==> config.mk <==
export PLATFORM = sky130hd
export DESIGN_NAME = debounce_scheduler
export DESIGN_NICKNAME = d
export VERILOG_FILES = /design/src/rtl/debounce_scheduler.sv
export SDC_FILE = /design/constraint.sdc
export NUM_CORES = 1
export LEC_CHECK = 0
export ABC_AREA = 0
export ABC_CLOCK_PERIOD_IN_PS = 4400
export CORE_MARGIN = 2
export CORE_UTILIZATION = 66
export CTS_BUF_LIST = sky130_fd_sc_hd__clkbuf_4 sky130_fd_sc_hd__clkbuf_8
export DETAILED_ROUTE_END_ITERATION = 7
export PLACE_DENSITY_LB_ADDON = 0.05
export SETUP_SLACK_MARGIN = 0.05
export SLEW_MARGIN = 20
export SYNTH_ARGS = -nofsm -noshare
export SYNTH_HDL_FRONTEND = slang
export SYNTH_SLANG_ARGS = --single-unit
==> constraint.sdc <==
create_clock -name clk_i -period 4.4 [get_ports clk_i]
set_input_delay 0.88 -clock clk_i [delete_from_list [all_inputs] [get_ports clk_i]]
set_output_delay 0.88 -clock clk_i [all_outputs]
set_load 0.005 [all_outputs]
==> src/rtl/debounce_scheduler.sv <==
// debounce_scheduler: shared-engine round-robin switch debouncer with an edge-event FIFO
module debounce_scheduler #(
  parameter int N_CH = 4,
  parameter int TICK_BITS = 20,
  parameter int CONFIRM = 3,
  parameter int FIFO_DEPTH = 4,
  localparam int CH_W = (N_CH > 1) ? $clog2(N_CH) : 1
) (
  input  logic            clk_i,
  input  logic            rst_ni,
  input  logic [N_CH-1:0] sw_i,
  output logic [N_CH-1:0] db_o,
  output logic            tick_o,
  output logic            evt_valid_o,
  input  logic            evt_ready_i,
  output logic [CH_W-1:0] evt_ch_o,
  output logic            evt_rise_o,
  output logic            overflow_o,
  input  logic            clr_ovf_i
);
  localparam int AW = $clog2(FIFO_DEPTH);
  typedef enum logic {IDLE, SCAN} state_e;
  state_e               state_q, state_d;
  logic [N_CH-1:0]      sync1_q, sync2_q, db_q, db_d;
  logic [N_CH-1:0][2:0] cnt_q, cnt_d;
  logic [TICK_BITS-1:0] tcnt_q;
  logic [CH_W-1:0]      idx_q, idx_d;
  logic [CH_W:0]        mem_q [FIFO_DEPTH];
  logic [AW:0]          wptr_q, rptr_q;
  logic                 ovf_q, smp, push, wr, pop, empty, full;
  assign tick_o      = &tcnt_q;
  assign smp         = sync2_q[idx_q];
  assign empty       = wptr_q == rptr_q;
  assign full        = (wptr_q[AW] != rptr_q[AW]) && (wptr_q[AW-1:0] == rptr_q[AW-1:0]);
  assign pop         = !empty && evt_ready_i;
  assign wr          = push && (!full || pop);
  assign evt_valid_o = !empty;
  assign {evt_ch_o, evt_rise_o} = empty ? '0 : mem_q[rptr_q[AW-1:0]];
  assign db_o        = db_q;
  assign overflow_o  = ovf_q;
  // One channel per scan cycle: count disagreeing samples, flip and emit an event on confirmation
  always_comb begin
    state_d = state_q;
    idx_d   = idx_q;
    db_d    = db_q;
    cnt_d   = cnt_q;
    push    = 1'b0;
    if (state_q == IDLE) begin
      state_d = tick_o ? SCAN : IDLE;
      idx_d   = '0;
    end else begin
      if (smp == db_q[idx_q]) begin
        cnt_d[idx_q] = '0;
      end else if (cnt_q[idx_q] + 3'd1 == 3'(CONFIRM)) begin
        db_d[idx_q]  = smp;
        cnt_d[idx_q] = '0;
        push         = 1'b1;
      end else begin
        cnt_d[idx_q] = cnt_q[idx_q] + 3'd1;
      end
      idx_d   = idx_q + CH_W'(1);
      state_d = (idx_q == CH_W'(N_CH - 1)) ? IDLE : SCAN;
    end
  end
  // Synchronizers, tick counter, scan state, FIFO pointers and sticky overflow
  always_ff @(posedge clk_i or negedge rst_ni) begin
    if (!rst_ni) begin
      sync1_q <= '0;
      sync2_q <= '0;
      tcnt_q  <= '0;
      state_q <= IDLE;
      idx_q   <= '0;
      db_q    <= '0;
      cnt_q   <= '0;
      wptr_q  <= '0;
      rptr_q  <= '0;
      ovf_q   <= 1'b0;
    end else begin
      sync1_q <= sw_i;
      sync2_q <= sync1_q;
      tcnt_q  <= tcnt_q + TICK_BITS'(1);
      state_q <= state_d;
      idx_q   <= idx_d;
      db_q    <= db_d;
      cnt_q   <= cnt_d;
      wptr_q  <= wr ? wptr_q + (AW+1)'(1) : wptr_q;
      rptr_q  <= pop ? rptr_q + (AW+1)'(1) : rptr_q;
      ovf_q   <= (push && !wr) ? 1'b1 : clr_ovf_i ? 1'b0 : ovf_q;
    end
  end
  // Event storage; contents need no reset since the pointers define validity
  always_ff @(posedge clk_i) begin
    if (wr) mem_q[wptr_q[AW-1:0]] <= {idx_q, smp};
  end
endmodule

Word-level counts from Yosys, hierarchy flattened
Memory sizes are Yosys's and may differ from the RTL's.
Index checks and enable logic that the tools add are counted.
{ "totals": {"regBits": 54, "ram_bits": 12, "inputBits": 8, "output_inout_bits": 10, "elab_cells": 68, "memories": 1} }
{ "classes": {"addsub": 5, "n_lt_le_gt_ge": 2, "eq_ne": 6, "n_mux": 26, "bitwise": 3, "n_reduce_logical": 12} }
{ "memory_table": {"columns": ["memory", "depth", "width", "rd", "rd_ports_with_merged_regs", "wr", "line_no", "source"], "rows": [
  ["mem_q", 4, 3, 1, 0, 1, "28", "logic [CH_W:0] mem_q [FIFO_DEPTH];"]
]} }
{ "ops": {"columns": ["op", "count"], "rows": [
  ["$mux W12", 2],
  ["$add A20 B1 Y20 const B", 1],
  ["$reduce_and A20 Y1", 1],
  ["$mux W1", 13],
  ["$and A12 B12 Y12", 1],
  ["$bwmux W12", 1],
  ["$not A12 Y12", 1],
  ["$add A3 B1 Y3 const B", 3],
  ["$mux W3", 3],
  ["$bmux W3 S2", 1],
  ["$demux W3 S2", 1],
  ["$logic_and A1 B1 Y1", 5],
  ["$bmux W1 S2", 2],
  ["$bwmux W4", 1],
  ["$eq A3 B2 Y1 const B", 1],
  ["$eq A3 B3 Y1", 1],
  ["$logic_not A1 Y1", 3],
  ["$lt A2 B3 Y1 const B", 1],
  ["$reduce_and A3 Y1", 1],
  ["$add A2 B1 Y2 const B", 1],
  ["$demux W1 S2", 1],
  ["$eq A2 B2 Y1", 1],
  ["$eq A2 B2 Y1 const B", 1],
  ["$ge A2 B1 Y1 const B", 1],
  ["6 further kinds", 6]
]} }

Depth between registers and ports, before layout
Gate-level depths: netlist of the first run.
{ "logic_depth": {"depth_word": 11, "depth_mapped": 9, "depth_no_buf": 7} }

Worst setup path after synthesis of the first run
OpenSTA, ideal clock, no wires.
{ "synth_path": {"kind": "register to register", "from": "register idx_q[0]", "to": "memory mem_q[0][0] (netlist name) (enable)", "setup_ps": 303, "arrival_time_ps": 2314, "required_ps": 4097, "path_slack_ps": 1783, "path_stages_with_launch": 9, "n_path_buf": 2, "synth_period_minus_slack_ps": 2617, "cell_sequence": "dfrtp_1 -> buf_6 -> mux4_2 -> ha_1 -> xnor2_1 -> o22a_1 -> buf_6 -> nor4b_4 -> and2_1"} }
{ "synth_between": {"elab_chain_cells": 10, "elab_cells_between_ends": 15, "cone_classes": "add/sub: 1; eq/ne: 2; mux: 11; reduce/logical: 1"} }
{ "synth_lines": {"columns": ["element", "line_no", "source"], "rows": [
  ["start, declared", "27", "logic [CH_W-1:0] idx_q, idx_d;"],
  ["start signal, assigned", "83", "idx_q <= idx_d;"],
  ["$bmux W3 S2", "54", "end else if (cnt_q[idx_q] + 3'd1 == 3'(CONFIRM)) begin"],
  ["$mux W3 (implied by the code)", "54", null],
  ["$add A3 B1 Y3", "54", null],
  ["$eq A3 B2 Y1", "54", null],
  ["$mux W1", "54", null],
  ["$mux W1 (*)", "52", "if (smp == db_q[idx_q]) begin"],
  ["$mux W1 (*)", "48", "if (state_q == IDLE) begin"],
  ["$logic_and A1 B1 Y1 (*)", "36", "assign wr = push && (!full || pop);"],
  ["$mux W1 (*)", "93", "if (wr) mem_q[wptr_q[AW-1:0]] <= {idx_q, smp};"],
  ["$mux W1 (implied by the code) (*)", "93", null],
  ["end, declared", "28", null]
]} }
Mark *: on every way between the ends. The rest lies on a longest branch, timed or not. The select of a mux whose other input is x is not followed.

Worst setup path in the final report of the first run
{ "layout_path": {"from": "register tcnt_q[0]", "to": "output port tick_o"} }
{ "layout_between": {"elab_chain_cells": 1} }
{ "layout_lines": {"columns": ["element", "line_no", "source"], "rows": [
  ["start, declared", "26", "logic [TICK_BITS-1:0] tcnt_q;"],
  ["start signal, assigned", "81", "tcnt_q <= tcnt_q + TICK_BITS'(1);"],
  ["$reduce_and A20 Y1", "31", "assign tick_o = &tcnt_q;"],
  ["end, declared", "13", "output logic tick_o,"]
]} }
No other way between the ends.

==> flow_summary_export.csv, run 1 <==
group,metric,value,unit
setup_path,r2r_cells,6,
power_and_ir_drop,power_frac_seq,0.520,
drt,drt-initial-drc-count,129,
logic_synthesis,yosys-top-cells-area,"dfrtp_1 (45%), edfxtp_1 (12%), xnor2_1 (6.2%)",
clock_tree,cts_tree,"yes",
power_and_ir_drop,p_per_area,383,nW/um^2
sta,post-route-period-util,0.730,
sta,period_needed,3.21,ns
power_and_ir_drop,power.internal,0.000987,W
clock_tree,numCtsBuffers,9,
power_and_ir_drop,p_sw,0.000298,W
clock_tree,cts_sinks,66,
logic_synthesis,ys.flop_type,"dfrtp_1",
min_path,worstHoldPathType,"flip-flop to flip-flop",
clock_tree,cts_buffer_depth,2,
sta,max_slew.worst_pin.slew,0.664,ns
drt,vias,1698,
clock_tree,cts-resized-gates,0,
final_layout,antenna_cells,0,
logic_synthesis,ys_seq_area_frac,0.575,
floorplan,ios,18,
power_and_ir_drop,clockPowerShare,0.372,
power_and_ir_drop,leakage,1.44,nW
global_route,grt_pass1_vias,1790,
final_layout,fin_nets,261,
setup_path,cp_max_fo,4,
drt,wl,4.79,mm
global_route,globalRouteOverflowTotal,0,
logic_synthesis,synthesis.nets,239,
sta,fmax,0.312,GHz
sta,grt_setup_unrepaired,"no",
drt,drt_first_pass_iters,4,
final_layout,final_util,0.770,
sta,hold_viol,0,
floorplan,fp.dieH,71.2,um
power_and_ir_drop,peakVddDrop,0.254,mV
logic_synthesis,synth-edff-count,12,
logic_synthesis,synth_top_cell_by_area,"dfrtp_1",
placed_design,port_buffers,17,
logic_synthesis,post-synth-top-count-cell,"dfrtp_1",
global_route,antenna_found_initial,0,
floorplan,fp.dieW,71.2,um
logic_synthesis,synth.distinct_cells,34,
setup_path,worstSetupPathType,"flip-flop to primary output",
final_layout,fillers,284,
final_layout,drive_gt1_frac,0.163,
setup_path,crit_path_end_kind,"primary output",
clock_tree,cts-root-buf,"clkbuf_8",
setup_path,worstPathArrival,2.33,ns
drt,drtAntennaViolNets,0,
sta,finClkSkew,0.00551,ns
logic_synthesis,syn_area,2980,um^2
clock_tree,post_cts_buffers,0,
status,outcome,"complete, no violations",
floorplan,num_rows,24,
logic_synthesis,ys_ff_latch,66,
placed_design,gp_congestion,0.754,
setup_path,cp.required,3.52,ns
logic_synthesis,syn-instance-count,219,
setup_path,worstSetupStartpointType,"flip-flop",
logic_synthesis,synth_top_area_frac,0.454,
placed_design,hpwl,3.44,mm
floorplan,core,4350,um^2
clock_tree,clk_latency,0.33,ns
clock_tree,h-tree-depth,3,
floorplan,dieArea,5060,um^2
drt,drc,0,
clock_tree,hold_buffers,0,
drt,wl_per_cell,16.1,um
sta,setup_tns,0,ns
logic_synthesis,yosysWarningCount,0,
sta,max_slew_margin,0.557,
min_path,hold_depth,0,
logic_synthesis,synthTopCellsByCount,"dfrtp_1 (54), nand2_1 (24), xnor2_1 (21)",
sta,slew_violations,0,
global_route,grt_max_degree,55,
logic_synthesis,synth.avg_cell_area,13.6,um^2
clock_tree,clkSlewWorstSetupHoldPaths,0.07,ns
sta,setup_viol,0,
run,cap_violations,0,
drt,vias_per_cell,5.70,
floorplan,initial_utilization,0.684,
power_and_ir_drop,power_frac_comb,0.107,
final_layout,syn_to_final_growth,12.7,%
global_route,grt_pass1_wl,8.44,mm
placed_design,postPlaceCellArea,3160,um^2
global_route,grt_use_total,0.219,
logic_synthesis,async_reset_ff_frac,0.818,
power_and_ir_drop,switching_share,0.232,
final_layout,final_area,3350,um^2
placed cells by master, fill, tap and decap left out, types with 5 or more instances in the layout:
cell / n
mux4_2: 7
clkbuf_8: 9
nand4_1: 5
nand2_1: 24
and2_1: 8
edfxtp_1: 12
clkdlybuf4s50_1: 16
ha_1: 12
xor2_1: 7
nor2_1: 5
xnor2_1: 21
inv_1: 8
nand3_1: 8
dfrtp_1: 54
power by group through the flow:
stage,combinational [W],sequential (W),clock (W)
after CTS,0.000141,0.000669,0.000486
final,0.000138,0.000669,0.000479
after floorplan,0.0000966,0.000665,0
after global routing,0.000154,0.000673,0.000518
after global placement,0.000135,0.000679,0
after detailed placement,0.000141,0.000681,0
state kept, by name, summed over array words and instances, names as in the netlist:
signal / cells
db_o: 4
tcnt_q: 20
mem_q: 12
sync2_q: 4
rptr_q: 3
cnt_q: 12
state_q: 1
wptr_q: 3
sync1_q: 4
idx_q: 2
overflow_o: 1
stage by stage:
step	worst slack, ns	instances	hold slack [ns]	power (W)
after floorplan	1.78	219	0.331	0.000762
after global placement	1.50	282	0.332	0.000814
final	1.19	298	0.350	0.00129
after CTS	1.14	298	0.351	0.00130
after detailed placement	1.35	282	0.336	0.000822
after global routing	1.02	298	0.360	0.00134
kinds of logic (layout without fill, tap and decap cells):
kind of cell | count (synthesis) | in the layout | synth area share
DFF | 66 | 66 | 0.575
and+or+nand+nor | 65 | 65 | 0.124
xor gates and xnor gates | 29 | 29 | 0.0916
muxes | 21 | 21 | 0.108
buffers and inverters | 16 | 43 | 0.0282
adders and majority gates | 12 | 12 | 0.0504
AOI/OAI and AO/OA | 10 | 10 | 0.0227
per-layer routing:
metal / GRT usage / up-vias / routed length, um
li1: - / 804 / -
met1: 0.291 / 841 / 2200
met2: 0.357 / 40 / 2300
met3: 0.0328 / 13 / 158
met4: 0.109 / 0 / 127
met5: 0 / - / 0
critical path: stages, from the launching register on:
cell and delay [ns]:
dfrtp_1 0.38, ha_1 0.19, and3_1 0.23, nand4_1 0.19
nor2_1 0.27, nand3_1 0.16, inv_1 0.08, clkdlybuf4s50_1 0.49
path summary, 6_finish.rpt:
kind | start | to | slack, ns
worst min register to register | sync1_q[0]$_DFF_PN0_ | sync2_q[0]$_DFF_PN0_ | 0.35
worst max-delay path | tcnt_q[0]$_DFF_PN0_ | tick_o | 1.19
max in group asynchronous | rst_ni | db_o[0]$_DFFE_PN0P_ | 3.29
min in group asynchronous | rst_ni | rptr_q[0]$_DFFE_PN0P_ | 0.66
worst max register to register | idx_q[0]$_DFF_PN0_ | mem_q[0][1]$_DFFE_PP_ | 1.39
worst min-delay path | sync1_q[0]$_DFF_PN0_ | sync2_q[0]$_DFF_PN0_ | 0.35
cell type report:
type	instances	area, um^2	share of cell area
Tap cell	52	65.1	0.0194
Multi-Input combinational cell	137	1180	0.352
Inverter	9	33.8	0.0101
Timing Repair Buffer	18	173	0.0515
Clock inverter	6	57.6	0.0172
Sequential cell	66	1710	0.510
Clock buffer	10	131	0.0392
Power figures use the tool's default switching activity.
==> run 2: changes to the inputs <==
--- a/config.mk
+++ b/config.mk
@@ -6,9 +6,9 @@
 export NUM_CORES = 1
 export LEC_CHECK = 0
 export ABC_AREA = 0
-export ABC_CLOCK_PERIOD_IN_PS = 4400
+export ABC_CLOCK_PERIOD_IN_PS = 2600
 export CORE_MARGIN = 2
-export CORE_UTILIZATION = 66
+export CORE_UTILIZATION = 55
 export CTS_BUF_LIST = sky130_fd_sc_hd__clkbuf_4 sky130_fd_sc_hd__clkbuf_8
 export DETAILED_ROUTE_END_ITERATION = 7
 export PLACE_DENSITY_LB_ADDON = 0.05
==> constraint.sdc (replaced) <==
create_clock -name clk_i -period 2.6 [get_ports clk_i]
set_input_delay 0.52 -clock clk_i [delete_from_list [all_inputs] [get_ports clk_i]]
set_output_delay 0.52 -clock clk_i [all_outputs]
set_load 0.005 [all_outputs]
==> run 2 against run 1 <==
Compared with the run above:
- sequential share of layout area shrank 4.6 points
- final area grew 10%
- clock power grew 86%
- sequential power grew 69%
- non-clock buffer count grew 33
- largest cell class unchanged
- first-iteration DRC count shrank 16%
- routed wire length grew 14%
==> flow_summary_export.csv, run 2 (synthesis gave the netlist of run 1 again) <==
group,metric,value,unit
status,outcome,"complete, no violations",
setup_path,crit_path_end_kind,"flip-flop",
clock_tree,numCtsBuffers,9,
placed_design,port_buffers,17,
global_route,grt_use_total,0.205,
sta,post-route-period-util,0.958,
floorplan,core,5170,um^2
clock_tree,clk_latency,0.33,ns
clock_tree,cts_tree,"yes",
clock_tree,clkSlewWorstSetupHoldPaths,0.07,ns
final_layout,fin_nets,294,
drt,vias_per_cell,5.21,
power_and_ir_drop,power,0.00228,W
placed_design,hpwl,3.73,mm
floorplan,num_rows,26,
drt,drc,0,
clock_tree,h-tree-depth,3,
global_route,grt_max_degree,29,
setup_path,cp_max_fo,4,
sta,hold_viol,0,
global_route,grt_pass1_wl,9.23,mm
floorplan,fp.dieW,77.6,um
drt,wl,5.44,mm
clock_tree,cts_sinks,66,
clock_tree,cts_buffer_depth,2,
sta,max_slew_margin,0.743,
global_route,grt_pass1_vias,1904,
min_path,worstHoldPathType,"input port to asynchronous set/reset pin",
sta,max_slew.worst_pin.slew,0.385,ns
sta,period_needed,2.49,ns
final_layout,drive_gt1_frac,0.301,
setup_path,worstSetupStartpointType,"flip-flop",
setup_path,worstSetupPathType,"flip-flop to flip-flop",
clock_tree,cts-root-buf,"clkbuf_8",
power_and_ir_drop,peakVddDrop,0.414,mV
setup_path,cp.required,2.85,ns
drt,wl_per_cell,15.6,um
final_layout,largest_register_ffs,20,
placed_design,gp_congestion,0.815,
drt,drt-initial-drc-count,108,
floorplan,fp.dieH,77.6,um
global_route,antenna_found_initial,0,
placed_design,pre_cts_ws,0.104,ns
sta,setup_ws,0.109,ns
global_route,globalRouteOverflowTotal,0,
sta,finClkSkew,0.00711,ns
final_layout,syn_to_final_growth,24.0,%
final_layout,final_common_cell,"dfrtp_1",
floorplan,dieArea,6020,um^2
sta,setup_tns,0,ns
placed_design,place_inst,308,
sta,slew_violations,0,
run,cap_violations,0,
drt,drtAntennaViolNets,0,
final_layout,antenna_cells,0,
final_layout,regMostFlops,"tcnt_q",
sta,setup_viol,0,
sta,grt_setup_unrepaired,"no",
setup_path,worstPathArrival,2.74,ns
floorplan,ios,18,
floorplan,initial_utilization,0.575,
final_layout,mostFrequentLayoutCells,"dfrtp_1 (53), buf_4 (34), nand2_1 (24)",
sta,fmax,0.401,GHz
power_and_ir_drop,p_per_area,619,nW/um^2
power_and_ir_drop,leakage,1.62,nW
clock_tree,hold_buffers,0,
final_layout,fin_cells,349,
drt,drt_first_pass_iters,4,
drt,vias,1817,
final_layout,final_util,0.713,
-- run 2: per-stage QoR --
stage | hold slack, ns | instance area [um^2]
after floorplan | 0.224 | 3000
after global placement | 0.334 | 3270
after detailed placement | 0.336 | 3270
after CTS | 0.0170 | 3630
after global routing | 0.0280 | 3690
final | 0.0209 | 3690
-- run 2: area by class of cell --
cell class | instances | area, um^2
well taps | 70 | 87.6
fillers | 354 | 1480
flip-flops and latches | 66 | 1710
multi-input cells | 137 | 1220
clock inverters | 4 | 50.0
repair buffers | 51 | 423
clock buffers | 12 | 159
inverters | 9 | 33.8
-- run 2: what timing repair did --
item                                   in CTS  in global routing
endpoints found under the hold margin       0                  0
setup endpoints to repair                   2                 14
gates resized for setup                     4                  4
setup buffers                              19                  6
pin swaps                                   3                  2
cloned                                      0                  0
-- run 2: path summary, 6_finish.rpt --
check | from | to | slack, ns | cells after the start
worst max-delay path | tcnt_q[1]$_DFF_PN0_ | tcnt_q[14]$_DFF_PN0_ | 0.11 | 15
worst min-delay path | rst_ni | idx_q[1]$_DFF_PN0_ | 0.02 | 1
worst max register to register | tcnt_q[1]$_DFF_PN0_ | tcnt_q[14]$_DFF_PN0_ | 0.11 | 15
worst min register to register | sync1_q[3]$_DFF_PN0_ | sync2_q[3]$_DFF_PN0_ | 0.35 | 0
max in group asynchronous | rst_ni | sync2_q[1]$_DFF_PN0_ | 1.99 | 2
min in group clk_i | sync1_q[3]$_DFF_PN0_ | sync2_q[3]$_DFF_PN0_ | 0.35 | 0
-- run 2: report_power, final --
part	total [W]	internal, W	switching (W)
Sequential	0.00113	0.00108	0.0000463
Clock	0.000893	0.000504	0.000389
Combinational	0.000261	0.000160	0.000101
Total	0.00228	0.00175	0.000536
-- run 2: critical path, cell delays in order (launching register included) --
cell,delay [ns]
dfrtp_1,0.37
ha_2,0.19
and3_4,0.20
nand4_1,0.12
buf_4,0.16
buf_4,0.12
buf_4,0.12
buf_4,0.12
buf_4,0.12
buf_4,0.12
buf_4,0.12
buf_4,0.12
buf_4,0.12
buf_4,0.13
nor2_2,0.12
xor2_1,0.17
-- run 2: routing by layer --
layer,vias to the layer above,track usage,part of all wire
met5,-,0,0
met4,0,0.113,0.016
met3,6,0.0360,0.031
met2,33,0.344,0.52
met1,912,0.253,0.44
li1,866,-,-
==> run 3: changes to the inputs <==
--- a/config.mk
+++ b/config.mk
@@ -11,7 +11,7 @@
 export CORE_UTILIZATION = 55
 export CTS_BUF_LIST = sky130_fd_sc_hd__clkbuf_4 sky130_fd_sc_hd__clkbuf_8
 export DETAILED_ROUTE_END_ITERATION = 7
-export PLACE_DENSITY_LB_ADDON = 0.05
+export PLACE_DENSITY = 0.76
 export SETUP_SLACK_MARGIN = 0.05
 export SLEW_MARGIN = 20
 export SYNTH_ARGS = -nofsm -noshare
==> run 3 against run 2 <==
Compared with the run above:
- register-to-register slack improved by 0.05 ns
- critical endpoint is now mem_q[0][0]$_DFFE_PP_
- highest routed layer unchanged
- setup slack improved by 0.047 ns
- clock skew decreased by 0.0022 ns
- critical path type unchanged
- maximum frequency increased by 1.9%
- final area decreased by 4.4%
- first-iteration DRC count decreased by 47%
==> flow_summary_export.csv, run 3 (synthesis gave the netlist of run 1 again) <==
group,metric,value,unit
clock_tree,cts_sinks,66,
floorplan,fp.dieW,77.6,um
power_and_ir_drop,leakage,1.53,nW
drt,wl_per_cell,14.4,um
final_layout,final_common_cell,"dfrtp_1",
sta,max_slew_margin,0.484,
power_and_ir_drop,power,0.00227,W
floorplan,num_rows,26,
setup_path,cp.required,2.65,ns
min_path,worstHoldPathType,"input port to asynchronous set/reset pin",
clock_tree,clk_latency,0.33,ns
final_layout,mostFrequentLayoutCells,"dfrtp_1 (53), nand2_1 (24), xnor2_1 (21)",
drt,drtAntennaViolNets,0,
run,cap_violations,0,
sta,max_slew.worst_pin.slew,0.774,ns
setup_path,cp-endpoint,"mem_q[0][0]$_DFFE_PP_",
final_layout,final_util,0.682,
clock_tree,h-tree-depth,3,
placed_design,gp_congestion,0.793,
setup_path,crit_path_end_kind,"flip-flop",
global_route,globalRouteOverflowTotal,0,
drt,wl,4.72,mm
setup_path,worstSetupPathType,"flip-flop to flip-flop",
final_layout,antenna_cells,0,
sta,grt_setup_unrepaired,"yes",
status,outcome,"complete, no violations",
floorplan,ios,18,
floorplan,fp.dieH,77.6,um
sta,slew_violations,0,
setup_path,cp-startpoint,"idx_q[0]$_DFF_PN0_",
setup_path,cp_max_fo,5,
final_layout,fin_cells,329,
sta,post-route-period-util,0.940,
floorplan,initial_utilization,0.575,
sta,finClkSkew,0.00486,ns
global_route,grt_use_total,0.187,
final_layout,fin_nets,274,
final_layout,fillers,376,
floorplan,dieArea,6020,um^2
global_route,grt_max_degree,38,
setup_path,rr_startpoint,"idx_q[0]$_DFF_PN0_",
sta,hold_viol,0,
clock_tree,numCtsBuffers,9,
clock_tree,clkSlewWorstSetupHoldPaths,0.07,ns
setup_path,r2r-end,"mem_q[0][0]$_DFFE_PP_",
clock_tree,cts_buffer_depth,2,
global_route,antenna_found_initial,0,
drt,vias,1688,
placed_design,hpwl,3.27,mm
placed_design,port_buffers,17,
clock_tree,cts_tree,"yes",
power_and_ir_drop,p_per_area,642,nW/um^2
setup_path,worstPathArrival,2.50,ns
sta,period_needed,2.44,ns
drt,vias_per_cell,5.13,
sta,fmax,0.409,GHz
setup_path,rrSetupSlack,0.16,ns
floorplan,core,5170,um^2
sta,fin_hold_ws,0.264,ns
setup_path,worstSetupStartpointType,"flip-flop",
drt,drt-initial-drc-count,57,
clock_tree,cts-root-buf,"clkbuf_8",
global_route,grt_pass1_wl,8.62,mm
final_layout,drive_gt1_frac,0.236,
drt,drt_first_pass_iters,4,
sta,setup_viol,0,
final_layout,largest_register_ffs,20,
clock_tree,hold_buffers,0,
placed_design,place_inst,308,
final_layout,regMostFlops,"tcnt_q",
power_and_ir_drop,peakVddDrop,0.434,mV
setup_path,r2r_cells,6,
drt,drc,0,
global_route,grt_pass1_vias,1819,
final_layout,syn_to_final_growth,18.5,%
==> run 3: worst min-delay path by stage <==
stage                         start                    end  cells past startpoint
2_1_floorplan                rst_ni   cnt_q[0]$_DFFE_PN0P_                      0
3_3_place_gp   sync1_q[2]$_DFF_PN0_   sync2_q[2]$_DFF_PN0_                      0
3_5_place_dp   sync1_q[1]$_DFF_PN0_   sync2_q[1]$_DFF_PN0_                      0
4_1_cts                      rst_ni    tcnt_q[5]$_DFF_PN0_                      1
5_1_grt                      rst_ni  wptr_q[0]$_DFFE_PN0P_                      1
6_report                     rst_ni    tcnt_q[1]$_DFF_PN0_                      1
==> run 3: final cells by class <==
cell class                      count  area [um^2]  area share
Inverter                            9         33.8     0.00957
Tap cell                           70         87.6      0.0248
Timing Repair Buffer               31          269      0.0762
Sequential cell                    66         1710       0.485
Multi-Input combinational cell    137         1210       0.343
Clock buffer                       12          165      0.0468
Clock inverter                      4         48.8      0.0138
==> run 3: metrics by stage <==
stage	setup TNS (ns)	setup WS [ns]	area, um^2
after global placement	0	0.138	3270
after floorplan	-0.0585	-0.00650	3000
final	0	0.156	3530
after detailed placement	0	0.128	3270
after global routing	0	0.0371	3530
after CTS	0	0.116	3520
==> run 3: report_power, final <==
| group | total (W) | switching [W] | internal (W) | leakage (nW) |
|---|---|---|---|---|
| Sequential | 0.00113 | 0.0000493 | 0.00108 | 0.831 |
| Combinational | 0.000239 | 0.0000903 | 0.000148 | 0.582 |
| Clock | 0.000894 | 0.000374 | 0.000520 | 0.112 |
==> run 3: metal layers <==
metal,share of wire,vias to the layer above,global-route usage
met5,0,-,0
met4,0.013,0,0.0839
met3,0.034,5,0.0523
met2,0.45,30,0.273
met1,0.50,827,0.264
li1,-,826,-
==> run 3: critical path, stage by stage, from the launching register on <==
cell and delay [ns]:
dfrtp_1 0.40, mux4_2 0.57, ha_4 0.20, xnor2_1 0.12, o22a_1 0.24, nor4b_4 0.41
and2_4 0.23
==> run 3: timing repair <==
action,CTS,global route
pin swaps,3,4
endpoints found under the setup margin,3,9
resized for setup,5,0
buffers inserted,4,1
